**config.mk**
```make
export PLATFORM = sky130hd
export DESIGN_NAME = noc_link_rx_buffer_flat
export DESIGN_NICKNAME = d
export VERILOG_FILES = /design/src/rtl/noc_link_rx_buffer_pkg.sv /design/src/rtl/noc_link_rx_buffer_if.sv /design/src/rtl/noc_link_rx_buffer_fifo.sv /design/src/rtl/noc_link_rx_buffer.sv /design/src/flat_wrapper.sv
export SDC_FILE = /design/constraint.sdc
export NUM_CORES = 1
export LEC_CHECK = 0
export ABC_AREA = 1
export CAP_MARGIN = 5
export CORE_MARGIN = 2
export CORE_UTILIZATION = 55
export CTS_CLUSTER_DIAMETER = 80
export CTS_CLUSTER_SIZE = 25
export DETAILED_ROUTE_END_ITERATION = 16
export GPL_ROUTABILITY_DRIVEN = 0
export PLACE_DENSITY = 0.74
export SLEW_MARGIN = 40
export SYNTH_ARGS = -nofsm -noshare
export SYNTH_HDL_FRONTEND = slang
export SYNTH_SLANG_ARGS = --single-unit
```
**constraint.sdc**
```tcl
create_clock -name clk_noc -period 7.1 [get_ports clk_noc]
set_clock_uncertainty 0.2 [all_clocks]
set_input_delay 0.71 -clock clk_noc [delete_from_list [all_inputs] [get_ports clk_noc]]
set_output_delay 0.71 -clock clk_noc [all_outputs]
set_load 0.02 [all_outputs]
```
**src/rtl/noc_link_rx_buffer_pkg.sv**
```systemverilog
// Shared types for the NoC link receive buffer.
// Flit layout, framing states and sizing helper.
package noc_link_rx_buffer_pkg;

  localparam int FLIT_W = 64;
  localparam int DEST_W = 4;

  typedef struct packed {
    logic [FLIT_W-1:0] data;
    logic [DEST_W-1:0] dest;
    logic              is_tail;
  } flit_t;

  typedef enum logic {
    HEAD = 1'b0,
    BODY = 1'b1
  } frame_t;

  function automatic int clog2(input int n);
    int r;
    r = 0;
    while ((1 << r) < n) r++;
    return r;
  endfunction

endpackage

```
**src/rtl/noc_link_rx_buffer_if.sv**
```systemverilog
// Consumer-side valid/ready flit stream.
// master drives the flit, slave returns ready.
interface noc_link_rx_buffer_if #(
  parameter int FLIT_WIDTH = 64,
  parameter int DEST_WIDTH = 4
);
  logic                  out_valid;
  logic                  out_ready;
  logic [FLIT_WIDTH-1:0] out_data;
  logic [DEST_WIDTH-1:0] out_dest;
  logic                  out_is_tail;

  modport master (
    output out_valid,
    output out_data,
    output out_dest,
    output out_is_tail,
    input  out_ready
  );

  modport slave (
    input  out_valid,
    input  out_data,
    input  out_dest,
    input  out_is_tail,
    output out_ready
  );
endinterface

```
**src/rtl/noc_link_rx_buffer_fifo.sv**
```systemverilog
// Count-based flit FIFO, DEPTH entries (power of 2).
// Caller never pushes into a full FIFO unless popping.
module noc_link_rx_buffer_fifo
  import noc_link_rx_buffer_pkg::*;
#(
  parameter  int DEPTH = 8,
  localparam int AW    = clog2(DEPTH),
  localparam int CW    = AW + 1
) (
  input  logic          clk,
  input  logic          rst_n,
  input  logic          push,
  input  logic          pop,
  input  flit_t         wdata,
  output flit_t         rdata,
  output logic          empty,
  output logic          full,
  output logic [CW-1:0] count
);

  flit_t         mem [DEPTH];
  logic [AW-1:0] wptr;
  logic [AW-1:0] rptr;

  assign rdata = mem[rptr];
  assign empty = (count == '0);
  assign full  = (count == CW'(DEPTH));

  always_ff @(posedge clk or negedge rst_n) begin
    if (!rst_n) begin
      wptr  <= '0;
      rptr  <= '0;
      count <= '0;
      for (int i = 0; i < DEPTH; i++) mem[i] <= '0;
    end else begin
      if (push) begin
        mem[wptr] <= wdata;
        wptr      <= wptr + AW'(1);
      end
      if (pop) rptr <= rptr + AW'(1);
      count <= count + CW'(push) - CW'(pop);
    end
  end

endmodule

```
**src/rtl/noc_link_rx_buffer.sv**
```systemverilog
// Receive buffer for one NoC link: credit return,
// framing checks and delivered-packet counter.
module noc_link_rx_buffer
  import noc_link_rx_buffer_pkg::*;
#(
  parameter  int FLIT_WIDTH = FLIT_W,
  parameter  int DEST_WIDTH = DEST_W,
  parameter  int DEPTH      = 8,
  parameter  int CNT_WIDTH  = 16,
  localparam int OW         = clog2(DEPTH) + 1
) (
  input  logic                  clk_noc,
  input  logic                  rst_n,
  input  logic [FLIT_WIDTH-1:0] data_in,
  input  logic [DEST_WIDTH-1:0] dest_in,
  input  logic                  is_tail_in,
  input  logic                  send_in,
  output logic                  credit_out,
  noc_link_rx_buffer_if.master  out,
  output logic [OW-1:0]         occupancy,
  output logic [CNT_WIDTH-1:0]  pkt_count,
  output logic                  overflow_err,
  output logic                  dest_err
);

  flit_t                 wflit;
  flit_t                 head;
  logic                  empty;
  logic                  full;
  logic                  pop;
  logic                  push;
  logic                  drop;
  frame_t                state;
  frame_t                state_nxt;
  logic [DEST_WIDTH-1:0] pkt_dest;
  logic [DEST_WIDTH-1:0] pkt_dest_nxt;
  logic                  mismatch;

  assign wflit = '{data: data_in, dest: dest_in, is_tail: is_tail_in};

  // A pop in the same cycle frees the slot, so a full buffer still accepts.
  assign pop  = !empty && out.out_ready;
  assign push = send_in && (!full || pop);
  assign drop = send_in && full && !pop;

  noc_link_rx_buffer_fifo #(.DEPTH(DEPTH)) u_fifo (
    .clk   (clk_noc),
    .rst_n (rst_n),
    .push  (push),
    .pop   (pop),
    .wdata (wflit),
    .rdata (head),
    .empty (empty),
    .full  (full),
    .count (occupancy)
  );

  assign out.out_valid   = !empty;
  assign out.out_data    = head.data;
  assign out.out_dest    = head.dest;
  assign out.out_is_tail = head.is_tail;

  always_comb begin
    state_nxt    = state;
    pkt_dest_nxt = pkt_dest;
    mismatch     = 1'b0;
    if (push) begin
      unique case (state)
        HEAD: begin
          pkt_dest_nxt = dest_in;
          if (!is_tail_in) state_nxt = BODY;
        end
        BODY: begin
          mismatch = (dest_in != pkt_dest);
          if (is_tail_in) state_nxt = HEAD;
        end
        default: state_nxt = HEAD;
      endcase
    end
  end

  always_ff @(posedge clk_noc or negedge rst_n) begin
    if (!rst_n) begin
      state        <= HEAD;
      pkt_dest     <= '0;
      credit_out   <= 1'b0;
      pkt_count    <= '0;
      overflow_err <= 1'b0;
      dest_err     <= 1'b0;
    end else begin
      state      <= state_nxt;
      pkt_dest   <= pkt_dest_nxt;
      credit_out <= pop;
      if (pop && head.is_tail) pkt_count <= pkt_count + CNT_WIDTH'(1);
      if (drop) overflow_err <= 1'b1;
      if (mismatch) dest_err <= 1'b1;
    end
  end

endmodule

```
**src/flat_wrapper.sv**
```systemverilog
// flat-port wrapper written by rule: the top's interface ports become plain ports
module noc_link_rx_buffer_flat import noc_link_rx_buffer_pkg::*;
#(
  parameter  int FLIT_WIDTH = FLIT_W,
  parameter  int DEST_WIDTH = DEST_W,
  parameter  int DEPTH      = 8,
  parameter  int CNT_WIDTH  = 16,
  localparam int OW         = clog2(DEPTH) + 1
)
  (clk_noc, rst_n, data_in, dest_in, is_tail_in, send_in, credit_out, occupancy, pkt_count, overflow_err, dest_err, out_out_valid, out_out_data, out_out_dest, out_out_is_tail, out_out_ready);
  noc_link_rx_buffer_if #(.FLIT_WIDTH(FLIT_WIDTH), .DEST_WIDTH(DEST_WIDTH)) out_i ();
  input  logic clk_noc;
  input  logic rst_n;
  input  logic [FLIT_WIDTH-1:0] data_in;
  input  logic [DEST_WIDTH-1:0] dest_in;
  input  logic is_tail_in;
  input  logic send_in;
  output logic credit_out;
  output logic [OW-1:0] occupancy;
  output logic [CNT_WIDTH-1:0] pkt_count;
  output logic overflow_err;
  output logic dest_err;
  output wire logic [$bits(out_i.out_valid)-1:0] out_out_valid;
  output wire logic [$bits(out_i.out_data)-1:0] out_out_data;
  output wire logic [$bits(out_i.out_dest)-1:0] out_out_dest;
  output wire logic [$bits(out_i.out_is_tail)-1:0] out_out_is_tail;
  input wire logic [$bits(out_i.out_ready)-1:0] out_out_ready;
  assign out_out_valid = out_i.out_valid;
  assign out_out_data = out_i.out_data;
  assign out_out_dest = out_i.out_dest;
  assign out_out_is_tail = out_i.out_is_tail;
  assign out_i.out_ready = out_out_ready;
  noc_link_rx_buffer #(.FLIT_WIDTH(FLIT_WIDTH), .DEST_WIDTH(DEST_WIDTH), .DEPTH(DEPTH), .CNT_WIDTH(CNT_WIDTH)) u_core (.clk_noc(clk_noc), .rst_n(rst_n), .data_in(data_in), .dest_in(dest_in), .is_tail_in(is_tail_in), .send_in(send_in), .credit_out(credit_out), .out(out_i), .occupancy(occupancy), .pkt_count(pkt_count), .overflow_err(overflow_err), .dest_err(dest_err));
endmodule
```
== Word-level counts from Yosys, hierarchy flattened ==
Index checks and enable logic that the tools add are counted.
W data, S select, Z words.

* Register bits after elaboration: 586
* Logic and storage cells: 67

* Add/subtract/negate cells: 5
* $lt $le $gt $ge: 3
* Equality and inequality tests: 2
* Multiplexer cells: 9
* Bitwise operators: 3
* Reductions and logical operators: 12

{| class="wikitable"
|+ Operators with widths
! cell !! number
|-
| $bwmux W552 || 1
|-
| $bmux W69 S3 || 1
|-
| $demux W69 S3 || 1
|-
| $mux W69 || 3
|-
| $add A16 B1 Y16 const B || 1
|-
| $ge A4 B4 Y1 const B || 2
|-
| $not A3 Y4 || 2
|-
| $add A3 B1 Y3 const B || 2
|-
| $logic_and A1 B1 Y1 || 6
|-
| $add A4 B1 Y4 || 1
|-
| $eq A4 B4 Y1 const B || 1
|-
| $logic_not A4 Y1 || 1
|-
| $lt A4 B1 Y1 const B || 1
|-
| $ne A4 B4 Y1 || 1
|-
| $sub A4 B1 Y4 || 1
|-
| $logic_not A1 Y1 || 3
|-
| $mux W1 || 3
|-
| $reduce_and A2 Y1 || 1
|-
| $logic_or A1 B1 Y1 || 1
|-
| $not A1 Y1 || 1
|}

== Logic depth before layout (Yosys ltp) ==
* Depth after elaboration: 7
* Depth in mapped cells: 13
* Mapped depth without buffers: 12

== Cells and area by module ==
A second synthesis with hierarchy kept.

* Cell total of the unflattened synthesis: 3,866
* Area, all modules: 28,482.3 um^2

{| class="wikitable"
|+ Modules (own cells, without submodules)
! module !! instances !! cells an instance !! area each (um^2) !! sequential area each (um^2)
|-
| noc_link_rx_buffer_fifo || 1 || 3,741 || 27,326.2 || 14,063.5
|-
| noc_link_rx_buffer || 1 || 125 || 1,156.1 || 600.6
|}

== Least setup slack after synthesis ==
OpenSTA, ideal clock, no wires.

* Path type: reg2reg
* From: reg u_core.u_fifo.count[2]
* To: reg u_core.u_fifo.count[2]
* Library setup time: 0.123 ns
* Data arrival time: 2.340 ns
* Required time: 6.777 ns
* Setup slack: 4.437 ns
* Stages on the path, launching flop included: 14
* Buffers on the path: 1
* Period minus slack after synthesis: 2.663 ns
* Path through: dfrtp_1 > inv_1 > ha_1 > nand2_2 > nand2_4 > nand2_1 > nand2_2 > buf_2 > ha_1 > inv_1 > ha_1 > inv_1 > fa_1 > xnor2_1

* Longest elaborated chain between the ends: 7
* Elaborated cells between the ends (all ways): 9

{| class="wikitable"
|+ RTL lines
! what !! RTL line !! source
|-
| from (decl) || noc_link_rx_buffer_fifo.sv:18 || <nowiki>output logic [CW-1:0] count</nowiki>
|-
| from (signal assigned) || noc_link_rx_buffer_fifo.sv:41 || <nowiki>count <= count + CW'(push) - CW'(pop);</nowiki>
|-
| $logic_not A4 Y1 * || noc_link_rx_buffer_fifo.sv:26 || <nowiki>assign empty = (count == '0);</nowiki>
|-
| $logic_not A1 Y1 * || n/a ||
|-
| net out_out_valid || flat_wrapper.sv:23 || <nowiki>output wire logic [$bits(out_i.out_valid)-1:0] out_out_valid;</nowiki>
|-
| $logic_and A1 B1 Y1 * || noc_link_rx_buffer.sv:42 || <nowiki>assign pop = !empty && out.out_ready;</nowiki>
|-
| $logic_or A1 B1 Y1 || noc_link_rx_buffer.sv:43 || <nowiki>assign push = send_in && (!full || pop);</nowiki>
|-
| $logic_and A1 B1 Y1 || noc_link_rx_buffer.sv:43 ||
|-
| $add A4 B1 Y4 || noc_link_rx_buffer_fifo.sv:41 ||
|-
| $sub A4 B1 Y4 * || noc_link_rx_buffer_fifo.sv:41 ||
|}

The timed path passes the listed nets; every way through them passes the cells marked *.
A chain may end at the register's enable or synchronous reset.

== Worst setup path after layout ==
* From: reg u_core.u_fifo.rptr[1]
* To: out out_out_data[16]

* Longest elaborated chain between the ends: 4

{| class="wikitable"
|+ RTL lines
! what !! RTL line !! source
|-
| from (decl) || noc_link_rx_buffer_fifo.sv:23 || <nowiki>logic [AW-1:0] rptr;</nowiki>
|-
| from (signal assigned) || noc_link_rx_buffer_fifo.sv:40 || <nowiki>if (pop) rptr <= rptr + AW'(1);</nowiki>
|-
| $not A3 Y4 (implied by the code) || noc_link_rx_buffer_fifo.sv:25 || <nowiki>assign rdata = mem[rptr];</nowiki>
|-
| $bmux W69 S3 || noc_link_rx_buffer_fifo.sv:25 ||
|-
| $mux W69 (implied by the code) (2 in series) || noc_link_rx_buffer_fifo.sv:25 ||
|-
| to (decl) || flat_wrapper.sv:24 || <nowiki>output wire logic [$bits(out_i.out_data)-1:0] out_out_data;</nowiki>
|}

No other way between the ends. The select of a mux whose other input is x is not followed.

==> report_table.html <==
<table>
<tr><th>Metric</th><th>Value</th></tr>
<tr><th colspan="2">Outcome</th></tr>
<tr><td>Status</td><td>completed</td></tr>
<tr><th colspan="2">Synthesis</th></tr>
<tr><td>Fraction of registers with async set or reset after synthesis</td><td>100%</td></tr>
<tr><td>Synthesized instance count</td><td>3706</td></tr>
<tr><td>Yosys warning total</td><td>0</td></tr>
<tr><td>Area of the mapped netlist</td><td>between 20000 and 30000 um2</td></tr>
<tr><td>Average size of a mapped cell</td><td>~7.7 um2</td></tr>
<tr><td>Number of flops mapped to enable cells by yosys</td><td>0</td></tr>
<tr><td>Yosys reg bits</td><td>around 590</td></tr>
<tr><td>Net count after synthesis</td><td>between 3000 and 4000</td></tr>
<tr><td>Synth Flop Type</td><td>sky130_fd_sc_hd__dfrtp_1</td></tr>
<tr><td>Number of distinct standard cells referenced by the synthesized netlist</td><td>31</td></tr>
<tr><td>Portion of the post-synthesis area used by sequential elements</td><td>between 50% and 60%</td></tr>
<tr><th colspan="2">Finish</th></tr>
<tr><td>Post-layout net count</td><td>~3700</td></tr>
<tr><td>Multi-input logic area</td><td>12100 um2</td></tr>
<tr><td>Storage element area</td><td>about 15000 um2</td></tr>
<tr><td>Antenna cells</td><td>0</td></tr>
<tr><td>Area growth syn-to-layout</td><td>8.51%</td></tr>
<tr><td>Fill cell instance count of the final layout</td><td>roughly 4700</td></tr>
<tr><td>Share of layout cells above drive strength 1</td><td>about 3.3%</td></tr>
<tr><th colspan="2">CTS</th></tr>
<tr><td>Largest buffer count on any clock path</td><td>3</td></tr>
<tr><td>CTS root buffer</td><td>sky130_fd_sc_hd__clkbuf_16</td></tr>
<tr><td>Cells resized by post-CTS repair</td><td>0</td></tr>
<tr><td>H-tree levels</td><td>2</td></tr>
<tr><td>TritonCTS clock tree</td><td>done</td></tr>
<tr><td>Number of clock sinks</td><td>~590</td></tr>
<tr><td>Clock network latency to the later pin of the worst-skew pair</td><td>a little under 0.6 ns</td></tr>
<tr><td>Number of buffers inserted during clock tree synthesis</td><td>36</td></tr>
<tr><td>Clock transition at the register clock pins on the worst setup and hold paths after CTS</td><td>around 0.08 ns</td></tr>
<tr><th colspan="2">Critical path</th></tr>
<tr><td>Startpoint kind of the worst setup timing path</td><td>flip-flop</td></tr>
<tr><td>Path type of the worst setup path</td><td>reg -&gt; out</td></tr>
<tr><td>Reg2Reg Depth</td><td>10</td></tr>
<tr><td>Critical Path Sink Type</td><td>output pin</td></tr>
<tr><td>CP arrival</td><td>3.85 ns</td></tr>
<tr><td>Crit-path max FO</td><td>just over 100</td></tr>
<tr><td>Required time of the critical path</td><td>6.19 ns</td></tr>
<tr><th colspan="2">Routing</th></tr>
<tr><td>Via density</td><td>5.87</td></tr>
<tr><td>Routed Wire Length</td><td>about 85000 um</td></tr>
<tr><td>Drt wl/cell</td><td>a little under 20 um</td></tr>
<tr><td>Vias</td><td>25193</td></tr>
<tr><td>Detailed router's first-iteration violation count</td><td>roughly 3100</td></tr>
<tr><td>DRC violations left</td><td>0</td></tr>
<tr><td>DRT Pass-1 Iters</td><td>6</td></tr>
<tr><td>Final ANT Viol Nets</td><td>0</td></tr>
<tr><th colspan="2">Global routing</th></tr>
<tr><td>Largest net degree at the start of global routing</td><td>between 200 and 250</td></tr>
<tr><td>Global-route wire length before repair</td><td>approximately 130000 um</td></tr>
<tr><td>Via count of the first global-routing pass</td><td>approximately 24000</td></tr>
<tr><td>Aggregate global routing overflow</td><td>0</td></tr>
<tr><td>Antenna violations before repair</td><td>1</td></tr>
<tr><td>Total routing resource utilization after global routing</td><td>31.7%</td></tr>
<tr><th colspan="2">Power and ir drop</th></tr>
<tr><td>Maximum vdd ir drop</td><td>278 uV</td></tr>
<tr><td>Final total power</td><td>about 15 mW</td></tr>
<tr><td>Power per cell area</td><td>roughly 500 nW/um2</td></tr>
<tr><td>Total leakage power</td><td>15.6 nW</td></tr>
<tr><th colspan="2">Worst hold path</th></tr>
<tr><td>Hold Path Depth</td><td>2</td></tr>
<tr><td>Hold WC Path Type</td><td>reg -&gt; reg</td></tr>
<tr><th colspan="2">Timing</th></tr>
<tr><td>Unrepaired setup endpoints after global routing</td><td>no</td></tr>
<tr><td>Highest achievable clock rate</td><td>~210 MHz</td></tr>
<tr><td>Number of setup violations in the final report</td><td>0</td></tr>
<tr><td>Transition time of the tightest slew-check pin</td><td>about 0.88 ns</td></tr>
<tr><td>Max-slew headroom at the worst pin</td><td>41.2%</td></tr>
<tr><td>Crit path setup slack, layout</td><td>2.34 ns</td></tr>
<tr><td>Portion of the clock cycle consumed by the worst path in the final layout</td><td>around 67%</td></tr>
<tr><td>Post-layout min period</td><td>roughly 4.8 ns</td></tr>
<tr><td>Fin. max-slew vios</td><td>0</td></tr>
<tr><td>Number of hold violations in the final report</td><td>0</td></tr>
<tr><td>Final setup TNS</td><td>0 ns</td></tr>
<tr><th colspan="2">Floorplan</th></tr>
<tr><td>Overall die width</td><td>roughly 230 um</td></tr>
<tr><td>Die outline height</td><td>roughly 230 um</td></tr>
<tr><td>Effective utilization at floorplan</td><td>a little under three fifths</td></tr>
<tr><td>Die area</td><td>53900 um2</td></tr>
<tr><td>Number of placement rows</td><td>83</td></tr>
<tr><td>Core area</td><td>~51000 um2</td></tr>
<tr><td>Ports</td><td>around 170</td></tr>
<tr><th colspan="2">Placed design</th></tr>
<tr><td>Quantity of I/O buffers inserted on ports</td><td>between 150 and 200</td></tr>
<tr><td>Pre-CTS setup slack</td><td>2.97 ns</td></tr>
<tr><td>HPWL after detailed placement</td><td>39600 um</td></tr>
<tr><th colspan="2">Run</th></tr>
<tr><td>Max capacitance violation total</td><td>0</td></tr>
</table>
## report_power, final
part / total, mW / switching, mW / internal, mW
sequential: 5.70 / 0.912 / 4.78
clock: 2.31 / 1.25 / 1.06
combinational: 7.38 / 4.83 / 2.55
total: 15.4 / 7.00 / 8.40
## cells by family after synthesis
group	after synthesis	synth area share (%)
buffers and inverters	382	6.78
XOR/XNOR	20	0.612
adder cells (fa/ha/maj)	10	0.463
flip-flops	586	51.2
AND/OR/NAND/NOR	2289	33.0
AO/OA/AOI/OAI	419	7.94
## through the flow
stage | instances | hold WS (ns) | area (um2) | util, %
2_1_floorplan | 3706 | 0.214 | 28600 | -
3_3_place_gp | 4223 | 0.247 | 29600 | 57.6
3_5_place_dp | 4225 | 0.253 | 29800 | 57.9
4_1_cts | 4289 | 0.273 | 31000 | 60.2
5_1_grt | 4292 | 0.288 | 31100 | 60.4
6_report | 4292 | 0.270 | 31100 | 60.4
## synth_stat cells, types with 2 or more instances
library cell / number / area share (%)
sky130_fd_sc_hd__inv_1: 26 / 0.34
sky130_fd_sc_hd__nand2_4: 7 / 0.28
sky130_fd_sc_hd__nand3_1: 566 / 9.9
sky130_fd_sc_hd__dfrtp_1: 586 / 51
sky130_fd_sc_hd__buf_4: 57 / 1.5
sky130_fd_sc_hd__o22ai_1: 136 / 3.0
sky130_fd_sc_hd__buf_1: 42 / 0.55
sky130_fd_sc_hd__o21ai_0: 280 / 4.9
sky130_fd_sc_hd__clkbuf_2: 36 / 0.63
sky130_fd_sc_hd__xnor2_1: 13 / 0.40
sky130_fd_sc_hd__nor2_1: 289 / 3.8
sky130_fd_sc_hd__nand4_1: 3 / 0.066
sky130_fd_sc_hd__xor2_1: 7 / 0.21
sky130_fd_sc_hd__clkbuf_1: 104 / 1.4
sky130_fd_sc_hd__buf_6: 15 / 0.59
sky130_fd_sc_hd__nor2_4: 6 / 0.24
sky130_fd_sc_hd__nand2_1: 1409 / 18
sky130_fd_sc_hd__ha_1: 9 / 0.39
sky130_fd_sc_hd__nand2_2: 4 / 0.087
sky130_fd_sc_hd__buf_2: 97 / 1.7
sky130_fd_sc_hd__inv_2: 3 / 0.039
sky130_fd_sc_hd__nor2_2: 2 / 0.044
## path summary, 6_finish.rpt
kind                                        start                     end  slack [ns]
setup / recovery            u_core.u_fifo.rptr[1]        out_out_data[16]        2.34
hold / removal             u_core.u_fifo.mem[481]  u_core.u_fifo.mem[481]        0.27
setup reg to reg           u_core.u_fifo.count[2]  u_core.u_fifo.mem[277]        3.04
hold reg to reg            u_core.u_fifo.mem[481]  u_core.u_fifo.mem[481]        0.27
max in group asynchronous                   rst_n  u_core.u_fifo.mem[251]        5.00
min in group asynchronous                   rst_n    u_core.pkt_count[13]        0.42
## state kept, by name (all words and copies together), names as in the netlist
name	cells
u_core.u_fifo.mem	552
u_core.pkt_count	16
u_core.pkt_dest	4
u_core.u_fifo.count	4
u_core.u_fifo.rptr	3
u_core.u_fifo.wptr	3
u_core.credit_out	1
u_core.dest_err	1
u_core.overflow_err	1
u_core.state	1
## layer usage
metal | GRT usage (%) | up-vias | wire length (um)
li1 | - | 11742 | -
met3 | 4.37 | 148 | 6780
met4 | 10.3 | 2 | 2070
met5 | 0 | - | 13
met2 | 50.0 | 1080 | 39500
met1 | 45.3 | 12221 | 36400
## cell usage in the layout (no fill, tap or decap), types with 2 or more instances in the layout
| master | Yosys | layout |
|---|---|---|
| sky130_fd_sc_hd__nand3_1 | 566 | 566 |
| sky130_fd_sc_hd__buf_6 | 15 | 15 |
| sky130_fd_sc_hd__clkbuf_8 | 0 | 2 |
| sky130_fd_sc_hd__o21ai_0 | 280 | 280 |
| sky130_fd_sc_hd__nand4_1 | 3 | 3 |
| sky130_fd_sc_hd__ha_1 | 9 | 9 |
| sky130_fd_sc_hd__nand2_1 | 1409 | 1409 |
| sky130_fd_sc_hd__nor2_4 | 6 | 9 |
| sky130_fd_sc_hd__nand2_8 | 0 | 6 |
| sky130_fd_sc_hd__inv_1 | 26 | 25 |
| sky130_fd_sc_hd__nor2_1 | 289 | 288 |
| sky130_fd_sc_hd__xor2_1 | 7 | 7 |
| sky130_fd_sc_hd__buf_4 | 57 | 5 |
| sky130_fd_sc_hd__clkbuf_1 | 104 | 4 |
| sky130_fd_sc_hd__clkdlybuf4s50_1 | 0 | 164 |
| sky130_fd_sc_hd__clkinv_8 | 0 | 4 |
| sky130_fd_sc_hd__clkinv_4 | 0 | 5 |
| sky130_fd_sc_hd__buf_12 | 0 | 4 |
| sky130_fd_sc_hd__clkbuf_16 | 0 | 37 |
| sky130_fd_sc_hd__o22ai_1 | 136 | 136 |
| sky130_fd_sc_hd__inv_6 | 0 | 6 |
| sky130_fd_sc_hd__xnor2_1 | 13 | 13 |
| sky130_fd_sc_hd__dfrtp_1 | 586 | 583 |
| sky130_fd_sc_hd__buf_16 | 0 | 5 |
| sky130_fd_sc_hd__dfrtp_4 | 0 | 3 |
| sky130_fd_sc_hd__nand2_4 | 7 | 3 |
| sky130_fd_sc_hd__clkinv_2 | 0 | 4 |
| sky130_fd_sc_hd__nand2_2 | 4 | 2 |
## cell type report
cell class,count,share of cell area [%]
clock buffer,43,3.12
clock inverter,20,0.697
inverter,30,0.508
multi-input combinational,2738,38.9
sequential,586,47.3
tap,680,2.74
timing repair buffer,195,6.73
## timing repair
action / CTS / global route
endpoints found under the hold margin: 41 / 0
hold buffers: 1 / 0
buffers inserted: 0 / 0
## worst max-delay path, stage by stage (launching register included)
cell and delay [ns]:
sky130_fd_sc_hd__dfrtp_4 0.76, sky130_fd_sc_hd__inv_6 0.75, sky130_fd_sc_hd__buf_4 0.53, sky130_fd_sc_hd__o21ai_0 0.18, sky130_fd_sc_hd__o22ai_1 0.14, sky130_fd_sc_hd__nand2_1 0.07, sky130_fd_sc_hd__nand2_1 0.16, sky130_fd_sc_hd__clkdlybuf4s50_1 0.64
Note: power is estimated with default switching activity, not from simulation.
